$ cat config.mk
export PLATFORM = sky130hd
export DESIGN_NAME = button_conditioner
export DESIGN_NICKNAME = d
export VERILOG_FILES = /design/src/rtl/button_conditioner.sv
export SDC_FILE = /design/constraint.sdc
export NUM_CORES = 1
export LEC_CHECK = 0
export CAP_MARGIN = 15
export CORE_AREA = 2 2 121 123
export CTS_CLUSTER_SIZE = 14
export DETAILED_ROUTE_END_ITERATION = 8
export DIE_AREA = 0 0 123 125
export GPL_TIMING_DRIVEN = 0
export PLACE_DENSITY_LB_ADDON = 0.2
export SLEW_MARGIN = 20
export SYNTH_ARGS = -nofsm -noshare
export SYNTH_HDL_FRONTEND = slang
export SYNTH_SLANG_ARGS = --single-unit
$ cat constraint.sdc
create_clock -name clk -period 3.15 [get_ports clk]
set_clock_uncertainty 0.2 [all_clocks]
set_input_delay 0.315 -clock clk [delete_from_list [all_inputs] [get_ports clk]]
set_output_delay 0.315 -clock clk [all_outputs]
set_load 0.02 [all_outputs]
$ cat src/rtl/button_conditioner.sv
// Duty-adjust button front end: each raw button is synchronised, debounced,
// edge-detected and auto-repeated into single-cycle command pulses.

module button_channel #(
  parameter int DEBOUNCE_CYCLES = 50000,
  parameter int REPEAT_DELAY    = 5000000,
  parameter int REPEAT_RATE     = 1250000,
  parameter int CNT_W           = 23
) (
  input  logic clk,
  input  logic rst_n,
  input  logic ena,
  input  logic btn,
  output logic level,
  output logic pulse
);

  localparam logic [CNT_W-1:0] DB_LAST  = CNT_W'(DEBOUNCE_CYCLES - 1);
  localparam logic [CNT_W-1:0] DLY_LAST = CNT_W'(REPEAT_DELAY - 1);
  localparam logic [CNT_W-1:0] RPT_LAST = CNT_W'(REPEAT_RATE - 1);
  localparam logic [CNT_W-1:0] CNT_ONE  = CNT_W'(1);

  typedef enum logic [1:0] {
    IDLE   = 2'd0,
    HOLD   = 2'd1,
    REPEAT = 2'd2
  } state_t;

  logic             sync_a;
  logic             s;
  logic [CNT_W-1:0] dcnt;
  logic [CNT_W-1:0] rcnt;
  state_t           state;
  logic             accept;
  logic             rise;

  // The level flips on the same edge that the counter reaches its last value,
  // so the press pulse is launched alongside the new level.
  assign accept = (s != level) && (dcnt == DB_LAST);
  assign rise   = accept && s;

  always_ff @(posedge clk or negedge rst_n) begin
    if (!rst_n) begin
      sync_a <= 1'b0;
      s      <= 1'b0;
    end else if (ena) begin
      sync_a <= btn;
      s      <= sync_a;
    end
  end

  always_ff @(posedge clk or negedge rst_n) begin
    if (!rst_n) begin
      dcnt  <= '0;
      level <= 1'b0;
    end else if (ena) begin
      if (s == level) begin
        dcnt <= '0;
      end else if (accept) begin
        level <= s;
        dcnt  <= '0;
      end else begin
        dcnt <= dcnt + CNT_ONE;
      end
    end
  end

  // Release is judged on the registered level, so the FSM returns to IDLE
  // one cycle after the debounced level falls and never pulses on release.
  always_ff @(posedge clk or negedge rst_n) begin
    if (!rst_n) begin
      state <= IDLE;
      rcnt  <= '0;
      pulse <= 1'b0;
    end else if (!ena) begin
      pulse <= 1'b0;
    end else begin
      pulse <= 1'b0;
      case (state)
        IDLE: begin
          if (rise) begin
            pulse <= 1'b1;
            rcnt  <= '0;
            state <= HOLD;
          end
        end
        HOLD: begin
          if (!level) begin
            state <= IDLE;
          end else if ((REPEAT_RATE != 0) && (rcnt == DLY_LAST)) begin
            pulse <= 1'b1;
            rcnt  <= '0;
            state <= REPEAT;
          end else begin
            rcnt <= rcnt + CNT_ONE;
          end
        end
        REPEAT: begin
          if (!level) begin
            state <= IDLE;
          end else if (rcnt == RPT_LAST) begin
            pulse <= 1'b1;
            rcnt  <= '0;
          end else begin
            rcnt <= rcnt + CNT_ONE;
          end
        end
        default: begin
          state <= IDLE;
          rcnt  <= '0;
        end
      endcase
    end
  end

endmodule

module button_conditioner #(
  parameter int DEBOUNCE_CYCLES = 50000,
  parameter int REPEAT_DELAY    = 5000000,
  parameter int REPEAT_RATE     = 1250000,
  parameter int CNT_W           = 23
) (
  input  logic clk,
  input  logic rst_n,
  input  logic ena,
  input  logic btn_inc_raw,
  input  logic btn_dec_raw,
  output logic inc_pulse,
  output logic dec_pulse,
  output logic inc_level,
  output logic dec_level
);

  logic inc_raw_pulse;
  logic dec_raw_pulse;

  button_channel #(
    .DEBOUNCE_CYCLES(DEBOUNCE_CYCLES),
    .REPEAT_DELAY   (REPEAT_DELAY),
    .REPEAT_RATE    (REPEAT_RATE),
    .CNT_W          (CNT_W)
  ) u_inc (
    .clk  (clk),
    .rst_n(rst_n),
    .ena  (ena),
    .btn  (btn_inc_raw),
    .level(inc_level),
    .pulse(inc_raw_pulse)
  );

  button_channel #(
    .DEBOUNCE_CYCLES(DEBOUNCE_CYCLES),
    .REPEAT_DELAY   (REPEAT_DELAY),
    .REPEAT_RATE    (REPEAT_RATE),
    .CNT_W          (CNT_W)
  ) u_dec (
    .clk  (clk),
    .rst_n(rst_n),
    .ena  (ena),
    .btn  (btn_dec_raw),
    .level(dec_level),
    .pulse(dec_raw_pulse)
  );

  // Both inputs to each mask are flops, so the opposing level used here is the
  // one registered on the same edge as the raw pulse.
  assign inc_pulse = inc_raw_pulse & ~dec_level & ena;
  assign dec_pulse = dec_raw_pulse & ~inc_level & ena;

endmodule

# Word level (Yosys, flattened, before mapping)

Index checks and enable logic that the tools add are counted.

Register bits: 104
Input port bits: 5
Output and inout bits: 4
Word-level logic and storage cells: 102

$add $sub $neg: 4
Equality and inequality tests: 24
Mux-type cells: 40
Bitwise logic cells: 8
Reduce and logical (&&, ||, !) cells: 12

Operators by type and width:

| kind                                            | count |
|---|---|
| two-way mux 23 bit                              | 14 |
| case mux 23 bit (3 select lines)                | 2 |
| adder 23 x 1 -> 23 bit, second input constant   | 4 |
| == test 23 x 16 -> 1 bit, second input constant | 2 |
| == test 23 x 21 -> 1 bit, second input constant | 2 |
| == test 23 bit, second input constant           | 2 |
| two-way mux 2 bit                               | 8 |
| AND reduction 4 bit                             | 4 |
| two-way mux 1 bit                               | 12 |
| != test 2 x 1 -> 1 bit, second input constant   | 6 |
| case mux 2 bit (3 select lines)                 | 2 |
| != test 3 bit, second input constant            | 2 |
| case mux 1 bit (3 select lines)                 | 2 |
| AND reduction 3 bit                             | 2 |
| AND 1 bit                                       | 4 |
| == test 2 x 1 -> 1 bit, second input constant   | 2 |
| == test 2 bit, second input constant            | 2 |
| logical AND 1 bit                               | 4 |
| zero test 2 bit                                 | 2 |
| != test 2 bit, second input constant            | 2 |
| inverter 1 bit                                  | 4 |
| == test 1 bit                                   | 2 |
| != test 1 bit                                   | 2 |

# Depth between registers and ports, before layout

Gate-level depths: netlist of run 1.

Depth in word-level cells: 6
Gate-level depth with buffers: 9
Depth with buffers taken out: 8

# Hierarchy

From an unflattened synthesis of run 1, not the netlist that was laid out.

Cell total of the unflattened synthesis: 756
Area, all modules: 6,449.9 µm²

By module, submodules not included:

| module                 | times used | cells an instance | area an instance (µm²) | sequential area each (µm²) |
|---|---|---|---|---|
| button_channel (u_dec) | 1          | 387               | 3,374.5                | 1,301.2 |
| button_channel (u_inc) | 1          | 367               | 3,057.9                | 1,301.2 |
| button_conditioner     | 1          | 2                 | 17.5                   | 0.0 |

# Worst setup path before layout of run 1

Ideal clock, no wire load.

Path kind: reg-to-reg
Start: reg u_dec.rcnt[15]
End: reg u_dec.rcnt[11]
Library setup time: 0.121 ns
Arrival: 2.092 ns
Required time: 2.829 ns
Path slack: 0.737 ns
Cell stages (with the launch flop): 9
Buffers on the path: 2
Clock period less this slack: 2.413 ns
Path through: dfrtp_1 -> or4_4 -> nor4_4 -> a21bo_4 -> a21oi_2 -> buf_6 -> buf_6 -> a21o_1 -> a22o_1

Cells in the longest elaborated chain, start to end: 4
Elaborated cells between the ends (all ways): 7
Classes of those cells: eq/ne: 2; mux: 5

Ends and longest elaborated chain:

| item                                                              | RTL line | source |
|---|---|---|
| from (decl)                                                       | 32       | `logic [CNT_W-1:0] rcnt;` |
| from (signal assigned)                                            | 95       | `rcnt <= rcnt + CNT_ONE;` |
| from (signal assigned)                                            | 105      | `rcnt <= rcnt + CNT_ONE;` |
| == test 23 x 21 -> 1 bit / == test 23 bit (equally long branches) | 101, 90  |  |
| two-way mux 23 bit (on tied branches)                             | 101, 90  |  |
| two-way mux 23 bit (on tied branches)                             | 99, 88   |  |
| case mux 23 bit (3 select lines) (*)                              | 79       | `case (state)` |

Every way passes the cells marked *; elsewhere a longest branch is shown, timed or not. The select of a mux whose other input is x is not followed.
A chain may end at the register's enable or synchronous reset.

# Worst setup path in the final report of run 1

Start: reg u_dec.dcnt[5]
End: reg u_dec.rcnt[21]

Cells in the longest elaborated chain, start to end: 5

Ends and longest elaborated chain:

| item                                    | RTL line | source |
|---|---|---|
| from (decl)                             | 31       | `logic [CNT_W-1:0] dcnt;` |
| from (signal assigned)                  | 63       | `dcnt <= dcnt + CNT_ONE;` |
| == test 23 x 16 -> 1 bit                | 39       | `assign accept = (s != level) && (dcnt == DB_LAST);` |
| logical AND 1 bit                       | 39       |  |
| logical AND 1 bit                       | 40       | `assign rise = accept && s;` |
| != test 2 x 1 -> 1 bit (no source line) | -        |  |
| AND reduction 4 bit (no source line)    | -        |  |

Every way passes these cells.

==> results of run 1 <==
==> sequential cells by signal (all words and copies together), names as in the netlist <==
name,cells
u_dec.dcnt,23
u_inc.s,1
u_dec.state,2
u_inc.rcnt,23
u_dec.sync_a,1
u_dec.level,1
u_inc.level,1
u_inc.pulse,1
u_dec.pulse,1
u_inc.sync_a,1
u_inc.dcnt,23
u_dec.rcnt,23
u_dec.s,1
u_inc.state,2
==> final timing paths <==
kind	start	to	slack, ns	cells past startpoint
worst max-delay path	u_dec.dcnt[5]$_DFFE_PN0P_	u_dec.rcnt[21]$_DFFE_PN0P_	0.14	8
worst min register to register	u_inc.dcnt[22]$_DFFE_PN0P_	u_inc.dcnt[22]$_DFFE_PN0P_	0.29	1
worst min-delay path	rst_n	u_dec.dcnt[15]$_DFFE_PN0P_	0.21	2
worst max register to register	u_dec.dcnt[5]$_DFFE_PN0P_	u_dec.rcnt[21]$_DFFE_PN0P_	0.14	8
min in group clk	u_inc.dcnt[22]$_DFFE_PN0P_	u_inc.dcnt[22]$_DFFE_PN0P_	0.29	1
max in group asynchronous	rst_n	u_inc.rcnt[17]$_DFFE_PN0P_	1.88	3
==> area by class of cell <==
class / count / area, sq um
fill: 1378 / 7300
multi-input combinational: 547 / 3420
buffer: 37 / 178
timing repair buffer: 9 / 109
tap: 184 / 230
sequential: 104 / 2600
clock inverter: 4 / 70.1
inverter: 15 / 56.3
clock buffer: 10 / 239
==> worst max-delay path, cell delays in order, from the launching register on <==
cell	delay, ns
sky130_fd_sc_hd__dfrtp_1	0.37
sky130_fd_sc_hd__clkbuf_1	0.19
sky130_fd_sc_hd__nor4b_1	0.57
sky130_fd_sc_hd__nand4b_1	0.17
sky130_fd_sc_hd__a2bb2oi_1	0.27
sky130_fd_sc_hd__a211oi_2	0.56
sky130_fd_sc_hd__buf_2	0.36
sky130_fd_sc_hd__nand4b_1	0.13
sky130_fd_sc_hd__nand3_1	0.12
==> logic make-up after synthesis <==
logic type | share of synthesized area (%)
AO/OA/AOI/OAI | 22.5
multiplexers | 2.08
buffers and inverters | 3.75
AND/OR/NAND/NOR | 27.3
adder cells (fa/ha/maj) | 2.40
flip-flops | 41.7
XOR/XNOR | 0.280
==> where the power goes <==
part / switching, mW / leakage, nW / total [mW] / internal (mW)
Combinational: 0.337 / 1.28 / 0.559 / 0.222
Clock: 0.507 / 0.154 / 1.21 / 0.707
Sequential: 0.0865 / 1.41 / 1.49 / 1.40
==> through the flow <==
step | power, mW | TNS, ns | util (%) | setup slack (ns)
final | 3.26 | 0 | 48.6 | 0.145
after global routing | 3.43 | 0 | 48.6 | 0.0168
after CTS | 3.29 | 0 | 48.5 | 0.206
after detailed placement | 2.07 | 0 | 46.3 | 0.271
after global placement | 2.05 | -257.78 | 46.1 | -2.49
after floorplan | 1.90 | 0 | - | 0.737
==> per-layer routing <==
layer | up-vias | GRT usage [%] | wire [um]
met5 | - | 0 | 0
met4 | 0 | 8.49 | 310
met3 | 22 | 3.15 | 681
met2 | 163 | 31.2 | 7090
met1 | 2717 | 31.2 | 7310
li1 | 2679 | - | -
==> layout by cell type (no fill, tap or decap), types with 10 or more instances in the layout <==
cell                       synthesis  routed
sky130_fd_sc_hd__dfrtp_1         104     104
sky130_fd_sc_hd__nand2_1          93      93
sky130_fd_sc_hd__o21ai_0          80      80
sky130_fd_sc_hd__nor2_1           48      48
sky130_fd_sc_hd__nand3_1          43      43
sky130_fd_sc_hd__o31ai_1          27      27
sky130_fd_sc_hd__a22o_1           24      24
sky130_fd_sc_hd__clkbuf_1         22      22
sky130_fd_sc_hd__nor3_1           21      21
sky130_fd_sc_hd__and3_1           18      18
sky130_fd_sc_hd__nand4_1          17      17
sky130_fd_sc_hd__inv_1            15      15
sky130_fd_sc_hd__a21o_1           13      13
sky130_fd_sc_hd__a21oi_1          12      12
sky130_fd_sc_hd__ha_1             12      12
sky130_fd_sc_hd__buf_2            10      10
==> results summary, run 1 <==
In the synthesized netlist the dominant register cell turns out to be sky130_fd_sc_hd__dfrtp_1. The starting density of the core is 44.0%. The area share of the largest cell type after synthesis came out at 41.7%. TritonCTS built the clock tree. The synthesized netlist cell count came out at 703.

The final critical delay including setup and external delays came out at 3.01 ns. The transition time at the pin with the least slew margin came out at 0.836 ns. The number of antenna-violating nets in the routed design came out at 0. The number of nets in the synthesized netlist came out at 720. Yosys mapped a number of flops with a built-in enable equal to 0. The worst setup path is launched from a register. The power density normalized to cell area came out at 473 nW/um^2. Setup repair after global routing left no endpoint under its margin. The share of cells above drive strength 1 came out at 8.13%. The number of antenna violations at the first check in global routing is 0. The number of sinks on the clock net came out at 104. The buffer count from post-CTS setup fixing is 0. The type of the worst setup path is register to register. The run finished with clean final reports. The row count came out at 44. Clock-pin slew was measured on the worst setup and hold paths at 0.07 ns. Setup violations remaining at the end of the flow were counted as 0. The sequential fraction of the synthesis area is 41.7%. The routed via count is 5581. By instance count, the leading cell after synthesis is sky130_fd_sc_hd__dfrtp_1. The die area is 15400 sq um. The critical path arrival is 3.10 ns. The floorplan die width came out at 123 um. Ranked by total cell area, the synthesized netlist is headed by sky130_fd_sc_hd__dfrtp_1 42%, sky130_fd_sc_hd__o21ai_0 6.4%, sky130_fd_sc_hd__nand2_1 5.6%, sky130_fd_sc_hd__nand3_1 3.4%, sky130_fd_sc_hd__a22o_1 3.4%. The total of cells resized after clock tree synthesis is 0. The post-synthesis register bit count came out at 104. The area inside the core boundary is 14200 sq um. The total instance count after detailed placement is 895. The count of cells in the finished layout, fillers not included, comes to 910. Once layout is done, the placed cells without fillers occupy 6900 sq um. The combined area of all synthesized cells came out at 6250 sq um. In this run the worst hold path is classified as input pin to asynchronous set/reset pin. The number of nets in the final layout is 740.

The share of synthesized registers carrying an async set or reset came out at 100%. The maximum net fanout on the critical path came out at 10. The global-route wire length before repair came out at 26300 um. 0 antenna diodes ended up in the layout. The routability-driven placement congestion ratio came out at 0.871. The height of the chip is 125 um.

The signed area change from the synthesized netlist to the final layout is 10.5%. The max-slew violation total from the final report was 0. The worst-case vdd ir drop is 263 uV.

The largest net degree at the start of global routing is 73. The fmax came out at 0.333 GHz. The number of buffers created by CTS came out at 9. The required time of the critical path came out at 3.24 ns. The first routing iteration left 474 violations.

After synthesis, the netlist uses 68 different library cells. The synthesized design spends more area on one cell type than any other, namely sky130_fd_sc_hd__dfrtp_1. In this run the cell area measured after placement is 6580 sq um. The kind of capture point of the worst setup path is a register.

CTS placed an instance of sky130_fd_sc_hd__clkbuf_16 at the clock tree root. The routed design has 15400 um of wire. The global route total overflow came out at 0. The via count of the first global-routing pass came out at 5242.

Across every metal layer, demand over resource in global routing totals 21.2%. The average size of a mapped cell is 8.89 sq um. The via-per-instance ratio is 6.13. For this run, design rule violations remaining after detail routing come to 0. Once detailed placement completed, the half-perimeter wirelength came to 10500 um.

CTS built an H-tree with a depth of 3. The worst slack on hold paths is 0.208 ns. The count of yosys warnings during synthesis is 0. The leakage power is 2.85 nW. After layout, the worst path uses 95.4% of the clock period. The number of input and output port buffers inserted is 7. The hold buffer count at cts is 1. Sorting the synthesized cells by how often they occur yields 104 x sky130_fd_sc_hd__dfrtp_1, 93 x sky130_fd_sc_hd__nand2_1, 80 x sky130_fd_sc_hd__o21ai_0. The number of iterations in the first detailed-routing pass came out at 5. The number of placed I/O pins came out at 9. The number of buffers on the longest clock path came out at 2. The latest clock arrival within the worst-skew pair came out at 0.36 ns. Measured against its own limit, the worst slew margin works out to 43.8%. The number of maximum-capacitance constraint violations came out at 0.

The average detailed-routed wire length per instance is 16.9 um. The final-report hold violation count came to 0.
No activity file was read; power rests on OpenSTA's default activity.
==> inputs of run 2 (changes only) <==
--- a/config.mk
+++ b/config.mk
@@ -16,3 +16,4 @@
 export SYNTH_ARGS = -nofsm -noshare
 export SYNTH_HDL_FRONTEND = slang
 export SYNTH_SLANG_ARGS = --single-unit
+export TNS_END_PERCENT = 1
==> results of run 2 <==
Final layout, timing and power as in run 1 (identical DEF).
